--- config.mk ---
export PLATFORM = sky130hd
export DESIGN_NAME = fetch_stage
export DESIGN_NICKNAME = d
export VERILOG_FILES = /design/src/rtl/procesador_pkg.sv /design/src/rtl/if_id_reg.sv /design/src/rtl/fetch_stage.sv
export SDC_FILE = /design/constraint.sdc
export NUM_CORES = 1
export LEC_CHECK = 0
export CAP_MARGIN = 20
export CORE_UTILIZATION = 40
export CTS_CLUSTER_SIZE = 28
export DETAILED_ROUTE_END_ITERATION = 10
export GPL_TIMING_DRIVEN = 0
export PLACE_DENSITY = 0.74
export SYNTH_ARGS = -nofsm -noshare
export SYNTH_HDL_FRONTEND = slang
export SYNTH_SLANG_ARGS = --single-unit
--- constraint.sdc ---
create_clock -name clk -period 1.7 [get_ports clk]
set_input_delay 0.17 -clock clk [delete_from_list [all_inputs] [get_ports clk]]
set_output_delay 0.17 -clock clk [all_outputs]
set_load 0.1 [all_outputs]
--- src/rtl/procesador_pkg.sv ---
`default_nettype none
// +------------------------------------------------------------------+
// | procesador_pkg : opcodes, NOP word and fetch state enum shared   |
// | Revision: 1.0                                                    |
// +------------------------------------------------------------------+
package procesador_pkg;

  localparam logic [3:0] OP_NOT = 4'b0110;
  localparam logic [3:0] OP_CMP = 4'b1000;
  localparam logic [3:0] OP_MOV = 4'b1011;
  localparam logic [3:0] OP_LD  = 4'b1100;
  localparam logic [3:0] OP_ST  = 4'b1101;
  localparam logic [3:0] OP_BT  = 4'b1110;
  localparam logic [3:0] OP_NOP = 4'b1111;

  localparam int          INSTR_WIDTH_DEF = 24;
  localparam logic [23:0] NOP_INSTR       = {OP_NOP, 20'h0_0000};

  typedef enum logic [0:0] {
    BUBBLE = 1'b0,
    FETCH  = 1'b1
  } fetch_state_e;

endpackage
`default_nettype wire

--- src/rtl/if_id_reg.sv ---
`default_nettype none
// +------------------------------------------------------------------+
// | if_id_reg : holdable / flushable IF/ID pipeline register         |
// | Revision: 1.0                                                    |
// +------------------------------------------------------------------+
module if_id_reg
  import procesador_pkg::*;
#(
  parameter int PC_WIDTH    = 10,
  parameter int INSTR_WIDTH = 24
) (
  input  logic                   clk,
  input  logic                   rst,
  input  logic                   load,
  input  logic                   flush,
  input  logic [INSTR_WIDTH-1:0] instr_in,
  input  logic [PC_WIDTH-1:0]    pc_in,
  output logic [INSTR_WIDTH-1:0] instr,
  output logic [PC_WIDTH-1:0]    pc,
  output logic                   valid,
  output logic [3:0]             opcode
);

  localparam logic [INSTR_WIDTH-1:0] NOP_WORD = {OP_NOP, {(INSTR_WIDTH-4){1'b0}}};

  logic [INSTR_WIDTH-1:0] instr_q, instr_d;
  logic [PC_WIDTH-1:0]    pc_q, pc_d;
  logic                   valid_q, valid_d;

  // Flush beats load so a redirect always leaves a bubble behind.
  always_comb begin
    instr_d = instr_q;
    pc_d    = pc_q;
    valid_d = valid_q;
    if (flush) begin
      instr_d = NOP_WORD;
      pc_d    = '0;
      valid_d = 1'b0;
    end else if (load) begin
      instr_d = instr_in;
      pc_d    = pc_in;
      valid_d = 1'b1;
    end
  end

  always_ff @(posedge clk or posedge rst) begin
    if (rst) begin
      instr_q <= NOP_WORD;
      pc_q    <= '0;
      valid_q <= 1'b0;
    end else begin
      instr_q <= instr_d;
      pc_q    <= pc_d;
      valid_q <= valid_d;
    end
  end

  assign instr  = instr_q;
  assign pc     = pc_q;
  assign valid  = valid_q;
  assign opcode = instr_q[INSTR_WIDTH-1 -: 4];

endmodule
`default_nettype wire

--- src/rtl/fetch_stage.sv ---
`default_nettype none
// +------------------------------------------------------------------+
// | fetch_stage : PC, synchronous imem interface and IF/ID register  |
// | Revision: 1.0                                                    |
// +------------------------------------------------------------------+
module fetch_stage
  import procesador_pkg::*;
#(
  parameter int                PC_WIDTH    = 10,
  parameter int                INSTR_WIDTH = 24,
  parameter logic [PC_WIDTH-1:0] RESET_PC  = '0
) (
  input  logic                   clk,
  input  logic                   rst,
  input  logic                   stall,
  input  logic                   redirect,
  input  logic [PC_WIDTH-1:0]    redirect_pc,
  output logic [PC_WIDTH-1:0]    imem_addr,
  output logic                   imem_re,
  input  logic [INSTR_WIDTH-1:0] imem_rdata,
  output logic [INSTR_WIDTH-1:0] if_id_instr,
  output logic [3:0]             if_id_opcode,
  output logic [PC_WIDTH-1:0]    if_id_pc,
  output logic                   if_id_valid
);

  logic [PC_WIDTH-1:0] pc_q, pc_d;
  logic [PC_WIDTH-1:0] fetched_pc_q, fetched_pc_d;
  fetch_state_e        state_q, state_d;
  logic                ifid_load, ifid_flush;

  // BUBBLE means imem_rdata does not yet hold the word at fetched_pc.
  always_comb begin
    pc_d         = pc_q;
    fetched_pc_d = fetched_pc_q;
    state_d      = state_q;
    ifid_load    = 1'b0;
    ifid_flush   = 1'b0;
    if (redirect) begin
      pc_d       = redirect_pc;
      state_d    = BUBBLE;
      ifid_flush = 1'b1;
    end else if (!stall) begin
      fetched_pc_d = pc_q;
      pc_d         = pc_q + PC_WIDTH'(1);
      state_d      = FETCH;
      if (state_q == FETCH) begin
        ifid_load = 1'b1;
      end else begin
        ifid_flush = 1'b1;
      end
    end
  end

  always_ff @(posedge clk or posedge rst) begin
    if (rst) begin
      pc_q         <= RESET_PC;
      fetched_pc_q <= RESET_PC;
      state_q      <= BUBBLE;
    end else begin
      pc_q         <= pc_d;
      fetched_pc_q <= fetched_pc_d;
      state_q      <= state_d;
    end
  end

  assign imem_addr = pc_q;
  assign imem_re   = ~stall | redirect;

  if_id_reg #(
    .PC_WIDTH    (PC_WIDTH),
    .INSTR_WIDTH (INSTR_WIDTH)
  ) u_if_id (
    .clk      (clk),
    .rst      (rst),
    .load     (ifid_load),
    .flush    (ifid_flush),
    .instr_in (imem_rdata),
    .pc_in    (fetched_pc_q),
    .instr    (if_id_instr),
    .pc       (if_id_pc),
    .valid    (if_id_valid),
    .opcode   (if_id_opcode)
  );

endmodule
`default_nettype wire

* After elaboration in Yosys (flattened, before gate mapping)
Index checks and enable logic that the tools add are counted.
** Word-level totals
- Flip-flop bits (word level) :: 56
- Input port bits :: 38
- Output and inout port bits :: 50
- Logic and storage cells :: 29
** Operators by class
- Add/sub/neg operators :: 1
- Equality and inequality tests :: 1
- Mux-type cells :: 16
- Bitwise logic cells :: 3
- Reduce and logical (&&, ||, !) cells :: 2
** Operators with widths (number)
- 24-bit 2-to-1 mux :: 2
- 10-bit 2-to-1 mux :: 4
- 10-bit by 1-bit adder with 10-bit output, second input constant :: 1
- 1-bit 2-to-1 mux :: 10
- 2-bit by 1-bit inequality test with 1-bit output, second input constant :: 1
- 1-bit inverter :: 2
- 2-bit AND reduction :: 1
- 2-bit nonzero test :: 1
- 1-bit OR :: 1

* Depth between registers and ports, before layout
- Word-level depth :: 5
- Depth in mapped cells :: 6
- Gate-level depth less buffers :: 4

* Hierarchy
Synthesis repeated with hierarchy kept, for this count alone.
** Unflattened totals
- Cell total of the unflattened synthesis :: 207
- Area, all modules :: 2479.9 sq um
** Modules (own cells, without submodules)
- if_id_reg :: times used 1, cells an instance 118, area an instance 1485.2 sq um, sequential area each 880.8 sq um
- fetch_stage :: times used 1, cells an instance 89, area an instance 994.7 sq um, sequential area each 525.5 sq um

* Worst setup path after synthesis
Ideal clock, no wire load.
- Kind :: flip-flop to flip-flop
- Start point :: register pc_q[0], in the netlist imem_addr[0]
- End point :: register pc_q[8], in the netlist imem_addr[8]
- Setup time :: 0.108 ns
- Arrival :: 2.042 ns
- Data required time :: 1.592 ns
- Slack :: -0.450 ns
- Stages on the path, launching flop included :: 5
- Path buffers :: 0
- Period minus slack after synthesis :: 2.150 ns
- Cells stage by stage :: dfrtp_1 ha_1 nand2_1 or4_4 o311ai_1
** Between the ends
- Longest elaborated chain between the ends :: 3
** Ends and longest elaborated chain
- start, declared :: RTL line fetch_stage.sv:27 : logic [PC_WIDTH-1:0] pc_q, pc_d;
- start signal, assigned :: RTL line fetch_stage.sv:61 : pc_q <= pc_d;
- 10-bit by 1-bit adder with 10-bit output :: RTL line fetch_stage.sv:45 : pc_d = pc_q + PC_WIDTH'(1);
- 10-bit 2-to-1 mux :: RTL line fetch_stage.sv:43 : end else if (!stall) begin
- 10-bit 2-to-1 mux :: RTL line fetch_stage.sv:39 : if (redirect) begin
Every way passes these cells. The select of a mux whose other input is x is not followed.
A chain may end at the register's enable or synchronous reset.

* Worst setup path in the final report
- Start point :: register u_if_id.instr_q[21], in the netlist u_if_id.instr[21]
- End point :: output port if_id_opcode[1]
** RTL lines
- start, declared :: RTL line if_id_reg.sv:26 : logic [INSTR_WIDTH-1:0] instr_q, instr_d;
- start signal, assigned :: RTL line if_id_reg.sv:52 : instr_q <= instr_d;
- end, declared :: RTL line fetch_stage.sv:22 : output logic [3:0] if_id_opcode,
No word-level cell between the ends.

==> flow_metrics.py <==
metrics = {
    "status": {
        "outcome": "finished clean",
    },
    "cts": {
        "tritoncts": "yes",
        "clock_pin_slew_worst_setup_and_hold_paths_ns": 0.09,
        "cts_max_level": 2,
        "worst_skew_pair.late_latency_ns": 0.30,
        "max-clock-path-buffers": 2,
        "hold_buffers": 0,
        "cts-root-buf": "sky130_fd_sc_hd__clkbuf_8",
        "numCtsBuffers": 5,
        "post-cts-setup-buffer-count": 0,
        "cts.sinks": 56,
    },
    "finish": {
        "drive_above_1_share_pct": 33.0,
        "multiInputGateArea_um2": 752,
        "filler_cell_count": 455,
        "layout-area-overhead-vs-synth_pct": 45.4,
        "final_nets": 305,
        "final_core_utilization_pct": 60.1,
        "num_antenna_cells": 0,
        "regArea_um2": 1420,
    },
    "floorplan": {
        "placement_rows": 27,
        "die_w_um": 77.2,
        "die_area_um2": 5960,
        "core_area_um2": 5470,
        "initial_core_util_pct": 41.3,
        "io_pins": 88,
        "floorplan.die.height_um": 77.2,
    },
    "critical_path": {
        "r2r_end": "imem_addr[8]$_DFFE_PP0P_",
        "cp.buffers_inverters": 2,
        "critical_path.max_stage_delay_ns": 0.54,
        "path_max_fanout": 3,
        "worst-r2r-cell-count": 4,
        "worstPathArrival_ns": 1.48,
        "end_kind": "output pin",
        "critPathSlowestCell": "sky130_fd_sc_hd__dfstp_2",
        "worst_reg_to_reg_setup_slack_ns": 0.25,
        "timing_worst_setup_path_type": "reg2out",
        "worst_path_cell_chain": "buf_4 > clkdlybuf4s15_2",
        "startpoint": "u_if_id.instr[21]$_DFFE_PP1P_",
        "worst_setup_path_start_kind": "flop",
        "reg2reg_from": "imem_addr[0]$_DFFE_PP0P_",
        "timing.critical_path.required_ns": 1.53,
        "crit_family": "buffers and inverters",
    },
    "power_and_ir_drop": {
        "power_density_nw_per_um2": 976,
        "vdd_drop_max_mv": 0.358,
        "p_total_mw": 3.21,
        "static-leakage-power_nw": 1.49,
    },
    "grt": {
        "grt_start_max_net_pins": 38,
        "grt_first_pass_wirelength_um": 8250,
        "antenna_violations_before_repair": 0,
        "number_of_global_route_vias_before_repair": 1720,
        "grt_overflow_total": 0,
        "grtUsageTotal_pct": 17.7,
    },
    "sta": {
        "timing.fmax_mhz": 605,
        "slew_headroom_pct": 37.2,
        "clock-skew-final_ns": 0.00317,
        "maxSlewViolCount": 0,
        "period_share_pct": 97.2,
        "fin_crit_ns": 1.65,
        "final-setup-viol-count": 0,
        "grt_setup_unrepaired": "no",
        "finalSetupTns_ns": 0,
        "hold_violations": 0,
        "whs_ns": 0.188,
        "tightestPinTransition_ns": 0.945,
        "post-route-worst-setup-slack_ns": 0.0475,
    },
    "yosys": {
        "post_synth.cell_area_avg_um2": 13.2,
        "synth_seq_cells": 56,
        "synth_seq_area_share_pct": 62.2,
        "synth-main-ff-cell": "sky130_fd_sc_hd__dfrtp_1",
        "synth_warnings": 0,
        "synth_edf_count": 0,
        "syn_nets": 210,
        "synthDistinctLibCells": 35,
        "synthArstFlopShare_pct": 100,
        "post_synth_inst_count": 171,
        "netlist_area_um2": 2260,
    },
    "route": {
        "routed-via-count": 1754,
        "drc": 0,
        "detail_route.first_pass.iterations": 4,
        "post_drt_wl_per_cell_um": 14.8,
        "vias_per_inst": 5.17,
        "initial_drc_count": 62,
        "drtAntennaViolNets": 0,
        "drt_wl_total_um": 5010,
    },
    "placement": {
        "gp_congestion": 0.757,
        "place_worst_setup_slack_ns": -0.918,
        "port_buffers": 87,
        "post-dp-hpwl_um": 3590,
    },
    "worst_hold_path": {
        "holdCritPathClass": "in2async",
    },
    "run": {
        "maxCapViolCount": 0,
    },
}
power by group:
group | switching, mW | total, mW | internal, mW
registers | 0.0862 | 1.53 | 1.44
logic | 0.598 | 0.852 | 0.254
clock network | 0.394 | 0.831 | 0.437
total | 1.08 | 3.21 | 2.13
state kept, by name (all words and copies together) (netlist names):
signal         cells
u_if_id.pc        10
u_if_id.valid      1
u_if_id.instr     24
imem_addr         10
state_q            1
fetched_pc_q      10
layout by cell type (no fill, tap or decap), drive strengths merged, types with 2 or more instances in the layout:
cell type | synthesis | layout
clkdlybuf4s50 | 0 | 37
buf | 8 | 10
clkdlybuf4s15 | 0 | 24
nor3 | 2 | 2
mux2 | 10 | 10
o21ai | 5 | 5
nand2 | 15 | 15
xor2 | 3 | 3
dfrtp | 52 | 52
nand3 | 3 | 3
dfstp | 4 | 4
clkdlybuf4s18 | 0 | 3
nor2 | 3 | 3
o211ai | 3 | 3
nand4b | 2 | 2
or4 | 3 | 3
a22o | 30 | 30
o22a | 4 | 4
clkbuf | 7 | 35
nor2b | 2 | 2
inv | 4 | 4
o311ai | 2 | 2
what timing repair did:
item / CTS / global route
resized for setup: 106 / 45
gates cloned: 0 / 0
endpoints found under the setup margin: 50 / 35
per-layer routing:
metal	vias up	routed length, um	global-route usage, %
met5	-	0	0
li1	814	-	-
met4	0	66	5.66
met2	85	2220	28.1
met1	850	2340	23.6
met3	5	383	4.64
cells in the mapped netlist (all sizes together), types with 2 or more instances:
library cell,number,area [um^2]
nand2,15,56.3
o211ai,3,22.5
inv,4,15.0
xor2,3,26.3
buf,8,65.1
or4,3,26.3
dfstp,4,105
nand3,3,20.0
nor3,2,10.0
nor2b,2,12.5
mux2,10,113
nor2,3,11.3
o21ai,5,25.0
a22o,30,263
nand4b,2,23.8
clkbuf,7,36.3
dfrtp,52,1300
o311ai,2,17.5
o22a,4,35.0
worst reg2reg max path, cell delays in order (launching register included):
cell,delay [ns]
sky130_fd_sc_hd__dfrtp_2,0.45
sky130_fd_sc_hd__ha_4,0.17
sky130_fd_sc_hd__nand2_1,0.05
sky130_fd_sc_hd__or4_4,0.42
sky130_fd_sc_hd__o311ai_1,0.26
worst max-delay path by stage:
| stage | end | slack, ns | cells past startpoint |
|---|---|---|---|
| finish | if_id_opcode[1] | 0.05 | 2 |
| global route | if_id_instr[1] | 0.0005 | 1 |
| CTS | if_id_pc[0] | 0.0002 | 1 |
| detailed placement | imem_re | -0.92 | 6 |
| global placement | imem_addr[7]$_DFFE_PP0P_ | -1.03 | 2 |
| floorplan | imem_addr[8]$_DFFE_PP0P_ | -0.07 | 4 |
per-stage QoR:
stage / instance area [um^2] / cells
global placement: 3250 / 330
CTS: 3380 / 339
detailed placement: 3270 / 331
finish: 3290 / 339
floorplan: 2290 / 171
global route: 3290 / 339
cell families (layout without fill, tap and decap cells):
family | count (synthesis) | in the layout | share of synthesized area, %
XOR/XNOR | 4 | 4 | 1.55
AND/OR/NAND/NOR | 31 | 31 | 7.41
adder cells (fa/ha/maj) | 1 | 1 | 0.553
flip-flops | 56 | 56 | 62.2
buffers and inverters | 19 | 115 | 5.14
AO/OA/AOI/OAI | 49 | 49 | 17.8
multiplexers | 11 | 11 | 5.42
layout make-up:
class                           instances  area share, %
Sequential cell                        56           43.1
Timing Repair Buffer                   88           24.5
Multi-Input combinational cell         96           22.9
Buffer                                 15           3.12
Tap cell                               72           2.74
Clock buffer                            6           2.21
Clock inverter                          2           1.07
Inverter                                4          0.456
No activity file was read; power rests on OpenSTA's default activity.
